## config.mk

```make
export PLATFORM = sky130hd
export DESIGN_NAME = mips_fetch_stage
export DESIGN_NICKNAME = d
export VERILOG_FILES = /design/src/rtl/mips_pkg.sv /design/src/rtl/mips_if_id_reg.sv /design/src/rtl/mips_fetch_stage.sv
export SDC_FILE = /design/constraint.sdc
export NUM_CORES = 1
export LEC_CHECK = 0
export BUFFER_PORTS_ARGS = -buffer_cell sky130_fd_sc_hd__buf_4
export CELL_PAD_IN_SITES_DETAIL_PLACEMENT = 1
export CELL_PAD_IN_SITES_GLOBAL_PLACEMENT = 2
export CORE_ASPECT_RATIO = 1.25
export CORE_MARGIN = 2
export CORE_UTILIZATION = 32
export CTS_CLUSTER_DIAMETER = 30
export DETAILED_ROUTE_END_ITERATION = 12
export PLACE_DENSITY = 0.93
export SLEW_MARGIN = 20
export SYNTH_ARGS = -nofsm -noshare
export SYNTH_HDL_FRONTEND = slang
export SYNTH_SLANG_ARGS = --single-unit
```

## constraint.sdc

```tcl
create_clock -name clk -period 7.6 [get_ports clk]
set_input_delay 1.52 -clock clk [delete_from_list [all_inputs] [get_ports clk]]
set_output_delay 1.52 -clock clk [all_outputs]
set_load 0.005 [all_outputs]
```

## src/rtl/mips_pkg.sv

```systemverilog
// Shared MIPS pipeline constants and small helpers.
package mips_pkg;

  localparam int unsigned INSTR_W = 32;
  localparam int unsigned ADDR_W  = 32;

  localparam logic [INSTR_W-1:0] NOP_INSTR        = 32'h0000_0000;
  localparam logic [ADDR_W-1:0]  DEFAULT_RESET_PC = 32'h0000_0000;

  function automatic logic [ADDR_W-1:0] word_align(input logic [ADDR_W-1:0] addr);
    return {addr[ADDR_W-1:2], 2'b00};
  endfunction

endpackage

```

## src/rtl/mips_if_id_reg.sv

```systemverilog
// IF/ID pipeline register: flush beats enable, enable beats hold.
module mips_if_id_reg
  import mips_pkg::*;
(
  input  logic               clk,
  input  logic               reset,
  input  logic               en,
  input  logic               flush,
  input  logic [INSTR_W-1:0] instr_next,
  input  logic [ADDR_W-1:0]  pc4_next,
  output logic [INSTR_W-1:0] instr,
  output logic [ADDR_W-1:0]  pc4,
  output logic               valid
);

  logic [INSTR_W-1:0] instr_q, instr_d;
  logic [ADDR_W-1:0]  pc4_q, pc4_d;
  logic               valid_q, valid_d;

  always_comb begin
    instr_d = instr_q;
    pc4_d   = pc4_q;
    valid_d = valid_q;
    if (flush) begin
      instr_d = NOP_INSTR;
      pc4_d   = '0;
      valid_d = 1'b0;
    end else if (en) begin
      instr_d = instr_next;
      pc4_d   = pc4_next;
      valid_d = 1'b1;
    end
  end

  always_ff @(posedge clk or posedge reset) begin
    if (reset) begin
      instr_q <= NOP_INSTR;
      pc4_q   <= '0;
      valid_q <= 1'b0;
    end else begin
      instr_q <= instr_d;
      pc4_q   <= pc4_d;
      valid_q <= valid_d;
    end
  end

  assign instr = instr_q;
  assign pc4   = pc4_q;
  assign valid = valid_q;

endmodule

```

## src/rtl/mips_fetch_stage.sv

```systemverilog
// MIPS instruction-fetch stage: PC register, redirect/stall handling, IF/ID
// register and saturating stall/flush counters.
module mips_fetch_stage
  import mips_pkg::*;
#(
  parameter logic [ADDR_W-1:0] RESET_PC = DEFAULT_RESET_PC,
  parameter int unsigned       CNT_W    = 16
) (
  input  logic               clk,
  input  logic               reset,
  input  logic               PCWrite,
  input  logic               IF_IDWrite,
  input  logic               BranchTaken,
  input  logic [ADDR_W-1:0]  BranchTarget,
  input  logic               JumpTaken,
  input  logic [ADDR_W-1:0]  JumpTarget,
  output logic [ADDR_W-1:0]  ImemAddr,
  input  logic [INSTR_W-1:0] ImemData,
  output logic [INSTR_W-1:0] IF_ID_Instr,
  output logic [ADDR_W-1:0]  IF_ID_PC4,
  output logic               IF_ID_Valid,
  output logic [CNT_W-1:0]   StallCount,
  output logic [CNT_W-1:0]   FlushCount
);

  logic [ADDR_W-1:0] pc_q, pc_d;
  logic [ADDR_W-1:0] pc_plus4;
  logic [ADDR_W-1:0] target;
  logic              redirect;
  logic              stall;
  logic [CNT_W-1:0]  stall_cnt_q, stall_cnt_d;
  logic [CNT_W-1:0]  flush_cnt_q, flush_cnt_d;

  assign redirect = BranchTaken | JumpTaken;
  // The branch in EX is older than the jump in ID, so it wins.
  assign target   = word_align(BranchTaken ? BranchTarget : JumpTarget);
  assign pc_plus4 = pc_q + 32'd4;
  assign stall    = !redirect && (!PCWrite || !IF_IDWrite);

  always_comb begin
    pc_d = pc_q;
    if (redirect) begin
      pc_d = target;
    end else if (PCWrite) begin
      pc_d = pc_plus4;
    end
  end

  always_comb begin
    stall_cnt_d = stall_cnt_q;
    flush_cnt_d = flush_cnt_q;
    if (stall && (stall_cnt_q != '1)) stall_cnt_d = stall_cnt_q + CNT_W'(1);
    if (redirect && (flush_cnt_q != '1)) flush_cnt_d = flush_cnt_q + CNT_W'(1);
  end

  always_ff @(posedge clk or posedge reset) begin
    if (reset) begin
      pc_q        <= RESET_PC;
      stall_cnt_q <= '0;
      flush_cnt_q <= '0;
    end else begin
      pc_q        <= pc_d;
      stall_cnt_q <= stall_cnt_d;
      flush_cnt_q <= flush_cnt_d;
    end
  end

  mips_if_id_reg u_if_id (
    .clk        (clk),
    .reset      (reset),
    .en         (IF_IDWrite),
    .flush      (redirect),
    .instr_next (ImemData),
    .pc4_next   (pc_plus4),
    .instr      (IF_ID_Instr),
    .pc4        (IF_ID_PC4),
    .valid      (IF_ID_Valid)
  );

  assign ImemAddr   = pc_q;
  assign StallCount = stall_cnt_q;
  assign FlushCount = flush_cnt_q;

endmodule

```

==> summary.txt, run 1 <==
Status = complete, no violations
Setup tns final = 0 ns
Crit path top cell by count = buf_4
Hold Buf Count CTS = 0
GP Congestion = 0.818
Worst clock skew = 0.0192 ns
Worst path slowest cell = nor2_2
RSZ-0062 raised after global routing = no
Reg power frac = 40.7%
Die area = 21700 um2
Setup repair bufs after CTS = 0
Syn Area/Cell = 9.51 um2
Most frequent cells in the layout = buf_4 (227), dfrtp_1 (125), a21oi_1 (69)
Internal power = 1.41 mW
Root Buffer = clkbuf_16
Worst Path Required = 7.91 ns
Num CTS Buffers = 17
Combinational share of power = 20.4%
Top post-synthesis cells by area = dfrtp_1 (48%), mux2i_1 (5.5%), a21oi_1 (5.3%), xnor2_1 (5.1%), o21ai_0 (4.2%)
Element type at the critical path end = register
Hpwl dp = 15.3 mm
Hold crit path type = reg2reg
Mapped cell area = 6580 um2
Initial core utilization = 32.6%
Area leader, netlist = dfrtp_1
Share of layout cells above drive strength 1 = 30.2%
Leakage = 4.30 nW
Final Hold Viols = 0
Total track usage = 19.6%
Sw frac = 30.6%
Max-slew headroom = 33.7%
Synthesized instance count = 692
Startpoint type of the worst setup path = input pin
Crit path kind = in2reg
Yosys warns = 0
Most common cell after layout, fill and taps aside = buf_4
Largest net degree at the start of global routing = 78
Nets = 998
Die height = 164 um
Switch Pwr = 620 uW
Clock network power share = 39.0%
First-pass GRT wire length = 33.3 mm
Worst-path clk slew = 0.07 ns
Final setup fails = 0
GR Layer Usage met1 = 24.6%
Routed Antenna Nets = 0
CP max FO = 65
Diode count = 0
M3 GR Usage = 4.63%
Drt drc = 0
Final WL = 21.3 mm
GRT overflow = 0
Synth cell types = 53
Num rows = 58
Power Density = 226 nW/um2
Post-synthesis register bit count = 125
FMAX = 281 MHz
I/O Buffers = 222
Grt met2 use = 33.9%
VDD IR max = 149 uV
CTS tree = built
Routed WL per cell = 18.1 um
Number of synthesized flops with an enable pin = 0
Worst-Skew Late Latency = 0.43 ns
Tot Pwr = 2.03 mW
Data arrival, critical path = 3.87 ns
Slew Limit Fails = 0
Post-route cell area = 8990 um2
Antenna violations before repair = 0
Dpl cell area = 8430 um2
Drt initial violations = 235
Share of flip-flops with an asynchronous set or reset = 100%
Post-CTS Resized = 0
GR peak layer = met2
Worst slew pin tran = 0.995 ns
IO Pins = 231
Clock tree buffer depth = 2
Top-area cell type share of the netlist area = 47.6%
Top FF cell, synth = dfrtp_1
Register area share after synthesis = 47.6%
Area growth syn-to-layout = 36.7%
Sinks on Clock Net = 125
CP peak stage delay = 0.76 ns
Horiz. Die Dim = 132 um
Crit-path cells = buf_4, or2_2, buf_4, nor2_2, a21oi_1, o2bb2a_1
Max-cap violations = 0
Tcrit/Tclk final = 46.9%
Vias in the first global route = 6019
Drt via density = 5.04
H-tree Lvls = 4
Tmin final = 3.56 ns
Core Area = 20200 um2
Detailed-router iteration count before antenna repair = 4
Routed vias = 5928
metrics by stage:
stage                     hold slack (ns)  cells  utilization (%)  setup slack (ns)
after floorplan                     0.478    695                -              2.75
after global placement              0.479   1144             41.8              3.58
after detailed placement            0.486   1144             41.8              3.59
after CTS                           0.496   1176             44.6              4.04
after global routing                0.499   1176             44.6              3.88
final                               0.492   1176             44.6              4.04
synthesized netlist by cell type, drive strengths merged, types with 5 or more instances:
master / count
dfrtp: 125
a21oi: 69
nor2: 68
o21ai: 55
xnor2: 38
mux2i: 36
nand2: 32
clkbuf: 27
buf: 21
nor3: 21
inv: 20
nand3: 20
nand4: 20
nor2b: 19
and3: 17
xor2: 16
a2bb2oi: 14
a211oi: 12
and2: 12
and4: 7
o21a: 7
a31oi: 5
registers in the layout, indices dropped and copies added, names as in the netlist:
name and cells:
StallCount 16, ImemAddr 30, FlushCount 16, u_if_id.pc4 30, u_if_id.valid 1, u_if_id.instr 32
power by group through the flow:
stage          clock network, mW  logic [mW]  registers, mW
2_1_floorplan                  0       0.210          0.821
3_3_place_gp                   0       0.408          0.834
3_5_place_dp                   0       0.420          0.838
4_1_cts                    0.807       0.422          0.827
5_1_grt                    0.837       0.461          0.840
6_report                   0.791       0.414          0.826
critical path, delay by kind of cell:
kind / cells / cell delay, ns
AND/OR/NAND/NOR: 2 / 1.29
buffers and inverters: 2 / 0.63
AO/OA/AOI/OAI: 2 / 0.38
worst paths after layout:
kind                               start                end  slack [ns]  depth (start not counted)
max                          BranchTaken       ImemAddr[23]        4.04                          6
min                        FlushCount[5]      FlushCount[5]        0.49                          1
max reg2reg                  ImemAddr[4]    u_if_id.pc4[23]        5.04                          5
min reg2reg                FlushCount[5]      FlushCount[5]        0.49                          1
max in group asynchronous          reset       ImemAddr[10]        4.98                          3
min in group asynchronous          reset  u_if_id.instr[15]        1.24                          2
area by class of cell:
class | count | area (um2)
clock buffer | 18 | 429
clock inverter | 14 | 135
inverter | 20 | 77.6
fill | 2381 | 11200
sequential | 125 | 3130
multi-input combinational | 502 | 3180
tap | 270 | 338
timing repair buffer | 227 | 1700
layer usage:
| metal | vias up | wire length (um) |
|---|---|---|
| met5 | - | 0 |
| met4 | 0 | 208 |
| met3 | 19 | 1060 |
| met2 | 167 | 10700 |
| met1 | 2897 | 9390 |
| li1 | 2845 | - |
cells by family (layout without fill, tap and decap cells):
family,after synthesis,after routing,synth area share [%]
other,1,4,0.0570
AOI/OAI and AO/OA,179,179,16.5
and+or+nand+nor,224,224,17.9
xor gates and xnor gates,54,54,7.19
DFF,125,125,47.6
buffers and inverters,68,279,4.34
adders and majority gates,3,3,0.571
muxes,38,38,5.82
No activity file was read; power rests on OpenSTA's default activity.
==> inputs of run 2 (changes only) <==
--- a/config.mk
+++ b/config.mk
@@ -10,10 +10,10 @@
 export CELL_PAD_IN_SITES_GLOBAL_PLACEMENT = 2
 export CORE_ASPECT_RATIO = 1.25
 export CORE_MARGIN = 2
-export CORE_UTILIZATION = 32
+export CORE_UTILIZATION = 30
 export CTS_CLUSTER_DIAMETER = 30
 export DETAILED_ROUTE_END_ITERATION = 12
-export PLACE_DENSITY = 0.93
+export PLACE_DENSITY = 0.88
 export SLEW_MARGIN = 20
 export SYNTH_ARGS = -nofsm -noshare
 export SYNTH_HDL_FRONTEND = slang
==> constraint.sdc (replaced) <==
create_clock -name clk -period 3.7 [get_ports clk]
set_input_delay 0.74 -clock clk [delete_from_list [all_inputs] [get_ports clk]]
set_output_delay 0.74 -clock clk [all_outputs]
set_load 0.005 [all_outputs]
==> summary.txt, run 2 (synthesized netlist as in run 1, its figures left out) <==
Status = complete, no violations
CP max FO = 10
Post-CTS Resized = 0
Detailed-router iteration count before antenna repair = 4
Num CTS Buffers = 17
Setup repair bufs after CTS = 0
Worst Path Required = 3.96 ns
Final Hold Viols = 0
Routed wl met3 = 1.58 mm
Worst-path clk slew = 0.06 ns
Element type at the critical path end = register
Max-cap violations = 0
Nets = 1003
Antenna violations before repair = 0
Diode count = 0
Worst slew pin tran = 0.981 ns
Most common cell after layout, fill and taps aside = buf_4
Data arrival, critical path = 2.82 ns
R2r endpoint = u_if_id.pc4[24]
Share of layout cells above drive strength 1 = 30.8%
GP Congestion = 0.773
I/O Buffers = 222
Num rows = 60
R2R depth = 6
Initial core utilization = 30.5%
Leakage = 4.35 nW
Tmin final = 2.56 ns
Highest metal used = met4
Largest net degree at the start of global routing = 79
Drt drc = 0
Worst-Skew Late Latency = 0.42 ns
Max-slew headroom = 34.6%
Routed WL per cell = 18.2 um
Die height = 170 um
Tcrit/Tclk final = 69.1%
H-tree Lvls = 4
GRT overflow = 0
Hpwl dp = 15.9 mm
Die area = 23100 um2
Crit path kind = reg2reg
Max reg flops = 32
VDD IR max = 325 uV
Horiz. Die Dim = 136 um
Clock tree buffer depth = 2
RSZ-0062 raised after global routing = no
Routed vias = 5984
Drt via density = 5.03
Power Density = 464 nW/um2
Hold crit path type = reg2reg
Startpoint type of the worst setup path = register
WL met1 = 9.34 mm
Most frequent cells in the layout = buf_4 (230), dfrtp_1 (125), a21oi_1 (69)
Final WL = 21.7 mm
Hold Path Origin = FlushCount[5]
Area growth syn-to-layout = 38.1%
Hold depth = 1
Total track usage = 19.0%
Final setup fails = 0
Hold Slack = 0.493 ns
Met2 wire length = 10.4 mm
Worst R2R Start = ImemAddr[2]
Worst clock skew = 0.00935 ns
IO Pins = 231
Core Area = 21500 um2
Setup tns final = 0 ns
Root Buffer = clkbuf_16
FMAX = 391 MHz
Drt initial violations = 154
First-pass GRT wire length = 33.8 mm
Sinks on Clock Net = 125
Slew Limit Fails = 0
CTS tree = built
Routed Antenna Nets = 0
Hold worst-path end = FlushCount[5]
Vias in the first global route = 6104
Register-to-register setup slack = 1.14 ns
Hold Buf Count CTS = 0
-- run 2: changes by cell type in the layout (fill, tap and decap cells not counted), moves of 2 or more --
| cell | delta |
|---|---|
| buf_4 | +3 |
| inv_6 | -4 |
| clkinv_2 | +2 |
| buf_12 | +2 |
| clkinv_4 | +2 |
-- run 2: worst max-delay path by stage --
| stage | startpoint | to | depth (start not counted) |
|---|---|---|---|
| floorplan | reset | FlushCount[0] | 1 |
| finish | ImemAddr[2] | u_if_id.pc4[24] | 6 |
| global route | ImemAddr[2] | u_if_id.pc4[24] | 6 |
| detailed placement | BranchTaken | ImemAddr[23] | 6 |
| global placement | BranchTaken | ImemAddr[23] | 6 |
| CTS | ImemAddr[2] | u_if_id.pc4[24] | 6 |
-- run 2: cell type report --
class	instances	area [um2]
tap	279	349
clock buffer	18	439
sequential	125	3130
inverter	20	78.8
fill	2486	12500
timing repair buffer	232	1770
clock inverter	13	143
multi-input combinational	502	3180
-- run 2: metrics by stage --
stage                     cells  power (mW)  setup slack [ns]  utilization (%)  cell area, um2
after global routing       1189        4.44             0.976             42.2            9080
after global placement     1158        2.56             0.960             39.5            8500
final                      1189        4.22              1.14             42.2            9080
after floorplan             695        2.12              1.42                -            6590
after CTS                  1189        4.28              1.04             42.2            9080
after detailed placement   1158        2.59             0.978             39.5            8500
-- run 2: worst max-delay path, cell delays in order, from the launching register on --
cell     delay [ns]
dfrtp_1        0.46
ha_1           0.35
nand4_1        0.21
nor4_4         0.64
nand4_1        0.28
xnor2_1        0.33
a21oi_1        0.12
-- run 2: power breakdown --
| group | switching, mW | leakage (nW) | internal (mW) | total (mW) |
|---|---|---|---|---|
| registers | 0.190 | 1.65 | 1.51 | 1.70 |
| clock network | 0.656 | 0.283 | 1.01 | 1.67 |
| logic | 0.397 | 2.41 | 0.456 | 0.854 |
-- run 2: per-layer routing --
layer	up-vias	GRT usage (%)
li1	2861	-
met1	2908	23.9
met2	189	31.2
met3	26	5.65
met4	0	5.75
met5	-	0
